===== config.mk =====
export PLATFORM = sky130hd
export DESIGN_NAME = cpu_bus_responder
export DESIGN_NICKNAME = d
export VERILOG_FILES = /design/src/rtl/cpu_bus_responder_pkg.sv /design/src/rtl/cpu_bus_responder_bus_sync.sv /design/src/rtl/cpu_bus_responder.sv
export SDC_FILE = /design/constraint.sdc
export NUM_CORES = 1
export LEC_CHECK = 0
export CAP_MARGIN = 0
export CORE_UTILIZATION = 35
export DETAILED_ROUTE_END_ITERATION = 10
export GPL_ROUTABILITY_DRIVEN = 0
export MAX_ROUTING_LAYER = met4
export PLACE_DENSITY_LB_ADDON = 0.12
export SYNTH_ARGS = -nofsm -noshare
export SYNTH_HDL_FRONTEND = slang
export SYNTH_SLANG_ARGS = --single-unit

===== constraint.sdc =====
create_clock -name SCLK -period 1.8 [get_ports SCLK]
set_input_delay 0.36 -clock SCLK [delete_from_list [all_inputs] [get_ports SCLK]]
set_output_delay 0.36 -clock SCLK [all_outputs]
set_load 0.01 [all_outputs]

===== src/rtl/cpu_bus_responder_pkg.sv =====
// rtl/cpu_bus_responder_pkg.sv - shared encodings for the CPU bus responder
package cpu_bus_responder_pkg;

    typedef enum logic [1:0] {
        ST_IDLE    = 2'd0,
        ST_WAIT    = 2'd1,
        ST_ACK     = 2'd2,
        ST_RELEASE = 2'd3
    } state_t;

    // Active DSACK lines per port size; bit 0 = DSACK1, bit 1 = DSACK0
    localparam logic [1:0] DSACK_16 = 2'b01;
    localparam logic [1:0] DSACK_32 = 2'b11;

    localparam int MAX_WAIT_STATES = 15;
    localparam int MIN_SYNC_STAGES = 2;

    // Keep the wait-state load inside the 4-bit counter range
    function automatic logic [3:0] clamp_wait(input int ws);
        if (ws < 0)
            return 4'd0;
        else if (ws > MAX_WAIT_STATES)
            return 4'(MAX_WAIT_STATES);
        else
            return 4'(ws);
    endfunction

endpackage


===== src/rtl/cpu_bus_responder_bus_sync.sv =====
// rtl/cpu_bus_responder_bus_sync.sv - multi-stage synchroniser with preset to 1
module bus_sync #(
    parameter int STAGES = 2
) (
    input  logic clk,
    input  logic rst,
    input  logic d,
    output logic q
);

    logic [STAGES-1:0] sr;

    // Shift the asynchronous strobe through the chain; idle level is high
    always_ff @(posedge clk or posedge rst) begin
        if (rst)
            sr <= '1;
        else
            sr <= {sr[STAGES-2:0], d};
    end

    assign q = sr[STAGES-1];

endmodule


===== src/rtl/cpu_bus_responder.sv =====
// rtl/cpu_bus_responder.sv - 68030-style register-space bus responder
import cpu_bus_responder_pkg::*;

module cpu_bus_responder #(
    parameter int WAIT_STATES = 2,
    parameter bit PORT32      = 1'b0,
    parameter int SYNC_STAGES = 2
) (
    input  logic SCLK,
    input  logic RST,
    input  logic AS_,
    input  logic DS_,
    input  logic RW,
    input  logic CS,
    output logic DSACK0_,
    output logic DSACK1_,
    output logic DSACK_OE,
    output logic RD_STB,
    output logic WR_STB,
    output logic BUSY
);

    localparam int         SYNC_N    = (SYNC_STAGES < MIN_SYNC_STAGES) ? MIN_SYNC_STAGES : SYNC_STAGES;
    localparam logic [3:0] WAIT_LOAD = clamp_wait(WAIT_STATES);
    localparam logic [1:0] ACK_CODE  = PORT32 ? DSACK_32 : DSACK_16;

    state_t     state;
    logic [3:0] wait_cnt;
    logic       dir_read;
    logic       as_s;
    logic       ds_s;

    bus_sync #(.STAGES(SYNC_N)) u_as_sync (
        .clk (SCLK),
        .rst (RST),
        .d   (AS_),
        .q   (as_s)
    );

    bus_sync #(.STAGES(SYNC_N)) u_ds_sync (
        .clk (SCLK),
        .rst (RST),
        .d   (DS_),
        .q   (ds_s)
    );

    // Bus cycle sequencer: qualify, wait, acknowledge, then precharge and release
    always_ff @(posedge SCLK or posedge RST) begin
        if (RST) begin
            state    <= ST_IDLE;
            wait_cnt <= 4'd0;
            dir_read <= 1'b0;
            DSACK0_  <= 1'b1;
            DSACK1_  <= 1'b1;
            DSACK_OE <= 1'b0;
            RD_STB   <= 1'b0;
            WR_STB   <= 1'b0;
            BUSY     <= 1'b0;
        end else begin
            RD_STB <= 1'b0;
            WR_STB <= 1'b0;
            case (state)
                ST_IDLE: begin
                    // Writes are held off until the data strobe says the bus data is valid
                    if (!as_s && CS && (RW || !ds_s)) begin
                        state    <= ST_WAIT;
                        wait_cnt <= WAIT_LOAD;
                        dir_read <= RW;
                        RD_STB   <= RW;
                        BUSY     <= 1'b1;
                    end
                end
                ST_WAIT: begin
                    if (as_s) begin
                        state <= ST_IDLE;
                        BUSY  <= 1'b0;
                    end else if (wait_cnt == 4'd0) begin
                        state    <= ST_ACK;
                        DSACK1_  <= ~ACK_CODE[0];
                        DSACK0_  <= ~ACK_CODE[1];
                        DSACK_OE <= 1'b1;
                        WR_STB   <= ~dir_read;
                    end else begin
                        wait_cnt <= wait_cnt - 4'd1;
                    end
                end
                ST_ACK: begin
                    // Drive DSACK high for one clock before tri-stating the pads
                    if (as_s) begin
                        state   <= ST_RELEASE;
                        DSACK1_ <= 1'b1;
                        DSACK0_ <= 1'b1;
                    end
                end
                ST_RELEASE: begin
                    state    <= ST_IDLE;
                    DSACK_OE <= 1'b0;
                    BUSY     <= 1'b0;
                end
                default: begin
                    state <= ST_IDLE;
                end
            endcase
        end
    end

endmodule


=== Word level (Yosys, flattened, before mapping) ===
Cells that the tools add are included.

* Word-level logic and storage cells: 65
* Bits of input ports: 6
* Register bits after elaboration: 17
* Bits in writable memories: 0
* Latch bits: 0
* Memory bits (read-only): 0
* Memories: 0
* Output and inout port bits: 6

* Divide/modulo/power cells: 0
* Mux-type cells: 25
* Bitwise gates (word level): 1
* Add/subtract/negate cells: 1
* $lt $le $gt $ge: 0
* $mul: 0
* Shifts and indexed selects: 0
* Equality and inequality tests: 10
* Reduce and logical (&&, ||, !) cells: 17

{| class="wikitable"
|+ Operators by type and width
! operator !! count
|-
| $mux W1 || 12
|-
| $mux W4 || 3
|-
| $reduce_and A3 Y1 || 3
|-
| $mux W2 || 4
|-
| $ne A2 B2 Y1 const B || 4
|-
| $pmux W2 S4 || 1
|-
| $pmux W4 S2 || 1
|-
| $reduce_and A4 Y1 || 2
|-
| $pmux W1 S2 || 3
|-
| $reduce_bool A2 Y1 || 3
|-
| $eq A2 B2 Y1 const B || 2
|-
| $logic_not A4 Y1 || 1
|-
| $ne A2 B1 Y1 const B || 2
|-
| $sub A4 B1 Y4 const B || 1
|-
| $ne A3 B2 Y1 const B || 1
|-
| $pmux W1 S3 || 1
|-
| $reduce_bool A3 Y1 || 1
|-
| $eq A2 B1 Y1 const B || 1
|-
| $logic_and A1 B1 Y1 || 2
|-
| $logic_not A1 Y1 || 2
|-
| $logic_not A2 Y1 || 1
|-
| $reduce_and A2 Y1 || 1
|-
| $logic_or A1 B1 Y1 || 1
|-
| $not A1 Y1 || 1
|}

=== Longest topological paths before layout ===
* Depth in word-level cells: 5
* Mapped depth: 6
* Mapped depth without buffers: 5

=== Cells and area by module ===
Synthesis repeated with hierarchy kept, for this count alone.

* Cell total of the unflattened synthesis: 72
* Area, all modules: 747.0 µm²

{| class="wikitable"
|+ Modules (own cells, without submodules)
! module !! seq. area each (µm²) !! instances !! cells an instance !! area an instance (µm²)
|-
| cpu_bus_responder || 301.5 || 1 || 66 || 634.4
|-
| bus_sync || 52.6 || 2 || 3 || 56.3
|}

=== Least setup slack after synthesis ===
No wires, ideal clock.

* Path type: register -> register
* Start: reg wait_cnt[0]
* End: reg DSACK1_
* Library setup time: 79 ps
* Arrival time: 1,618 ps
* Required time: 1,721 ps
* Period minus slack after synthesis: 1,698 ps
* Setup slack: 102 ps
* Stages on the path, launching flop included: 7
* Path through: dfrtp_1 > inv_1 > ha_1 > or3b_1 > buf_2 > or3_4 > a22o_1

* Longest elaborated chain between the ends: 3

{| class="wikitable"
|+ RTL lines
! element !! line !! text
|-
| start, declared || cpu_bus_responder.sv:28 || <nowiki>logic [3:0] wait_cnt;</nowiki>
|-
| start signal, assigned || cpu_bus_responder.sv:84 || <nowiki>wait_cnt <= wait_cnt - 4'd1;</nowiki>
|-
| $logic_not A4 Y1 || cpu_bus_responder.sv:77 || <nowiki>end else if (wait_cnt == 4'd0) begin</nowiki>
|-
| $ne A2 B2 Y1 (no source line) || n/a ||
|-
| $reduce_and A4 Y1 (no source line) || n/a ||
|-
| end signal, assigned || cpu_bus_responder.sv:79 || <nowiki>DSACK1_ <= ~ACK_CODE[0];</nowiki>
|-
| end, declared || cpu_bus_responder.sv:16 || <nowiki>output logic DSACK1_,</nowiki>
|}

Every way passes these cells.
A chain may end at the register's enable or synchronous reset.

=== Worst setup path in the final report ===
* Start: reg DSACK1_
* End: out DSACK1_

No word-level cell between the ends.

==> reports/metrics.csv <==
stage,metric,value,unit
critical_path,cp-start-kind,register,
detailed_routing,wire_per_inst,11.82,microns
logic_synthesis,synth-async-reset-ratio,100.0,%
detailed_routing,vias,492,
critical_path,cpPeakStageDelay,0.56,ns
clocking,clk_pin_slew,0.09,ns
worst_hold_path,hold_path_class,register to register,
global_routing,antenna_found_initial,0,
clocking,cts_resized,0,
logic_synthesis,synth_cell_types,28,
logic_synthesis,synth-edff-count,0,
outcome,run_status,"finished, final reports clean",
clocking,cts_tree,built,
power_and_ir_drop,pwr-share-seq,47.7,%
logic_synthesis,synthCells,60,
layout,syn2layout_area_growth,22.64,%
sta,setup_viol,0,
floorplanning,fp.dieW,46.78,microns
place,place_hpwl,862.1,microns
logic_synthesis,synth_top_cell_by_area,dfrtp_1,
sta,period_share,96.26,%
detailed_routing,antenna_left,0,
global_routing,grt_busiest_layer,met2,
global_routing,grt_first_pass_wirelength,1.863,mm
sta,hold_violations,0,
critical_path,startpoint,DSACK1_,
power_and_ir_drop,p_int,0.0007881,W
power_and_ir_drop,switchingPower,0.0003706,W
critical_path,cp_num_buf_inv,1,
global_routing,grt_util_met1,16.59,%
critical_path,crit_type,register to output pin,
floorplanning,row_count,15,
power_and_ir_drop,p_leak,0.3936,nW
logic_synthesis,synth_area_per_cell,11.70,sq um
floorplanning,die_area,0.002188,sq mm
global_routing,met2_usage,17.78,%
global_routing,track_usage,13.44,%
sta,finClkSkew,0.005420,ns
critical_path,critPathTopFamily,flip-flops,
critical_path,endpoint_kind,output pin,
clocking,cts_root_buf,clkbuf_4,
critical_path,worstPathRequired,1.44,ns
logic_synthesis,synth_nets,67,
floorplanning,core,0.001802,sq mm
logic_synthesis,ys_ff_latch,16,
power_and_ir_drop,power.share.clock,16.4,%
sta,slew_viol_final,0,
power_and_ir_drop,p_per_area,1346,mW/mm^2
detailed_routing,drc,0,
power_and_ir_drop,total_power,0.001159,W
layout,layout-drive-gt1-share,17.81,%
clocking,cts-hold-fix-buffers,0,
sta,slew_headroom,61.63,%
sta,period_minus_slack,1.733,ns
floorplanning,fp.dieH,46.78,microns
sta,fin_tns_setup,0,ns
global_routing,grt_max_degree,17,
floorplanning,num_io_pins,12,
critical_path,crit_slowest_cell,dfstp_2,
critical_path,arrival,1.37,ns
sta,rsz0062_at_grt,false,
logic_synthesis,synth_common_cells,"dfrtp_1 (11), inv_1 (6), dfstp_2 (5)",
detailed_routing,dr.pass1.iters,4,
layout,fillers,179,
logic_synthesis,ys_top_cells_by_area,"dfrtp_1 (39%), dfstp_2 (19%), mux2i_1 (4.3%)",
global_routing,use_met3,5.769,%
layout,seqCellArea,406.6,sq um
clocking,clock_sinks,16,
power_and_ir_drop,p_comb_share,35.9,%
critical_path,r2r_start,wait_cnt[0],
logic_synthesis,netlist.area_leader.share,39.22,%
detailed_routing,via_per_inst,5.020,
logic_synthesis,yosysSeqAreaShare,57.93,%
sta,max_freq,577.1,MHz
layout,multi_input_area,251.5,sq um
logic_synthesis,yosysMostFrequentCell,dfrtp_1,
clocking,cts_made_buffers,3,
global_routing,grt_pass1_vias,435,
critical_path,path_cells,clkdlybuf4s50_1,
detailed_routing,drt_iter0_drc,13,
logic_synthesis,ys.flop_type,dfrtp_1,
critical_path,cp_max_fo,3,
clocking,clock_path_buffers,2,
floorplanning,start_util,38.96,%
job,maxCapViolCount,0,
logic_synthesis,synth.cell_area,701.9,sq um
sta,worstMarginPinSlew,0.5749,ns
power_and_ir_drop,swShare,31.98,%
layout,final_nets,81,
worst_hold_path,worstHoldStart,u_ds_sync.sr[0],
clocking,insertion_delay,0.28,ns
global_routing,overflow,0,
clocking,cts_setup_buffers,0,
clocking,cts_htree_levels,1,
place,port_buffers,10,
detailed_routing,wirelength,1.158,mm
logic_synthesis,yosys_warnings,0,
power_and_ir_drop,ir_worst_vdd,759.1,uV
layout,diodes,0,
==> state kept, by name (all words and copies together), names as in the netlist, named ones only <==
| register | flops |
|---|---|
| BUSY | 1 |
| DSACK1_ | 1 |
| DSACK_OE | 1 |
| RD_STB | 1 |
| WR_STB | 1 |
| dir_read | 1 |
| state | 1 |
| u_as_sync.sr | 2 |
| u_ds_sync.sr | 2 |
| wait_cnt | 4 |
==> worst paths after layout <==
| kind | end | slack (ns) | cells past startpoint |
|---|---|---|---|
| setup / recovery | DSACK1_ | 0.07 | 1 |
| hold / removal | u_ds_sync.sr[1] | 0.36 | 0 |
| setup reg to reg | DSACK1_ | 0.16 | 5 |
| hold reg to reg | u_ds_sync.sr[1] | 0.36 | 0 |
| max in group asynchronous | wait_cnt[0] | 1.00 | 2 |
| min in group asynchronous | RD_STB | 0.42 | 2 |
==> kinds of logic (layout without fill, tap and decap cells) <==
| group | count (synthesis) | in the layout | synth area share [%] |
|---|---|---|---|
| compound gates | 13 | 13 | 15.51 |
| flops | 16 | 16 | 57.93 |
| other cells | 1 | 1 | 0.5342 |
| mux | 3 | 3 | 4.278 |
| buf+inv | 10 | 23 | 6.239 |
| fa+ha+maj | 1 | 1 | 1.782 |
| simple gates | 16 | 16 | 13.73 |
==> cells in the final DEF (no fill, tap or decap), drive strengths merged <==
master / synthesis / final
inv: 6 / 6
o32a: 1 / 1
nor3: 2 / 2
a22o: 2 / 2
nand2b: 2 / 2
a22oi: 1 / 1
buf: 3 / 3
clkdlybuf4s50: 0 / 10
ha: 1 / 1
nor2b: 2 / 2
a32oi: 2 / 2
a21bo: 1 / 1
o41ai: 2 / 2
or3b: 1 / 1
mux2i: 3 / 3
o31ai: 1 / 1
a21o: 2 / 2
conb: 1 / 1
nand3: 4 / 4
clkbuf: 1 / 4
or3: 1 / 1
dfstp: 5 / 5
nor2: 1 / 1
and3: 1 / 1
o22ai: 1 / 1
nor3b: 1 / 1
dfrtp: 11 / 11
nand2: 1 / 1
==> final cells by class <==
cell class | instances | area share, %
clock buffer | 4 | 3.052
inverter | 6 | 2.616
multi-input combinational | 34 | 29.22
sequential | 16 | 47.24
tap | 25 | 3.634
timing repair buffer | 13 | 14.24
==> power groups by stage <==
| stage | logic [W] | clock network, W | registers, W |
|---|---|---|---|
| 5_1_grt | 0.000464 | 0.000217 | 0.000568 |
| 3_5_place_dp | 0.000418 | 0 | 0.000561 |
| 2_1_floorplan | 0.000277 | 0 | 0.000547 |
| 6_report | 0.000416 | 0.000190 | 0.000553 |
| 3_3_place_gp | 0.000411 | 0 | 0.000563 |
| 4_1_cts | 0.000419 | 0.000200 | 0.000553 |
==> metrics by stage <==
| stage | utilization, % | cell area (sq um) | setup slack, ns | instances | hold slack, ns |
|---|---|---|---|---|---|
| global route | 47.78 | 860.8 | 0.02160 | 98 | 0.3614 |
| floorplan | - | 701.9 | 0.1024 | 60 | 0.2702 |
| CTS | 47.78 | 860.8 | 0.05536 | 98 | 0.3595 |
| finish | 47.78 | 860.8 | 0.06728 | 98 | 0.3582 |
| global placement | 46.32 | 834.6 | 0.1830 | 94 | 0.3456 |
| detailed placement | 46.32 | 834.6 | 0.1515 | 94 | 0.3473 |
==> routing by layer <==
metal	share of wire (%)	up-vias
met1	46	231
met5	0	-
met4	3.1	0
li1	-	236
met3	7.0	8
met2	44	17
(Power assumes the default switching activity.)
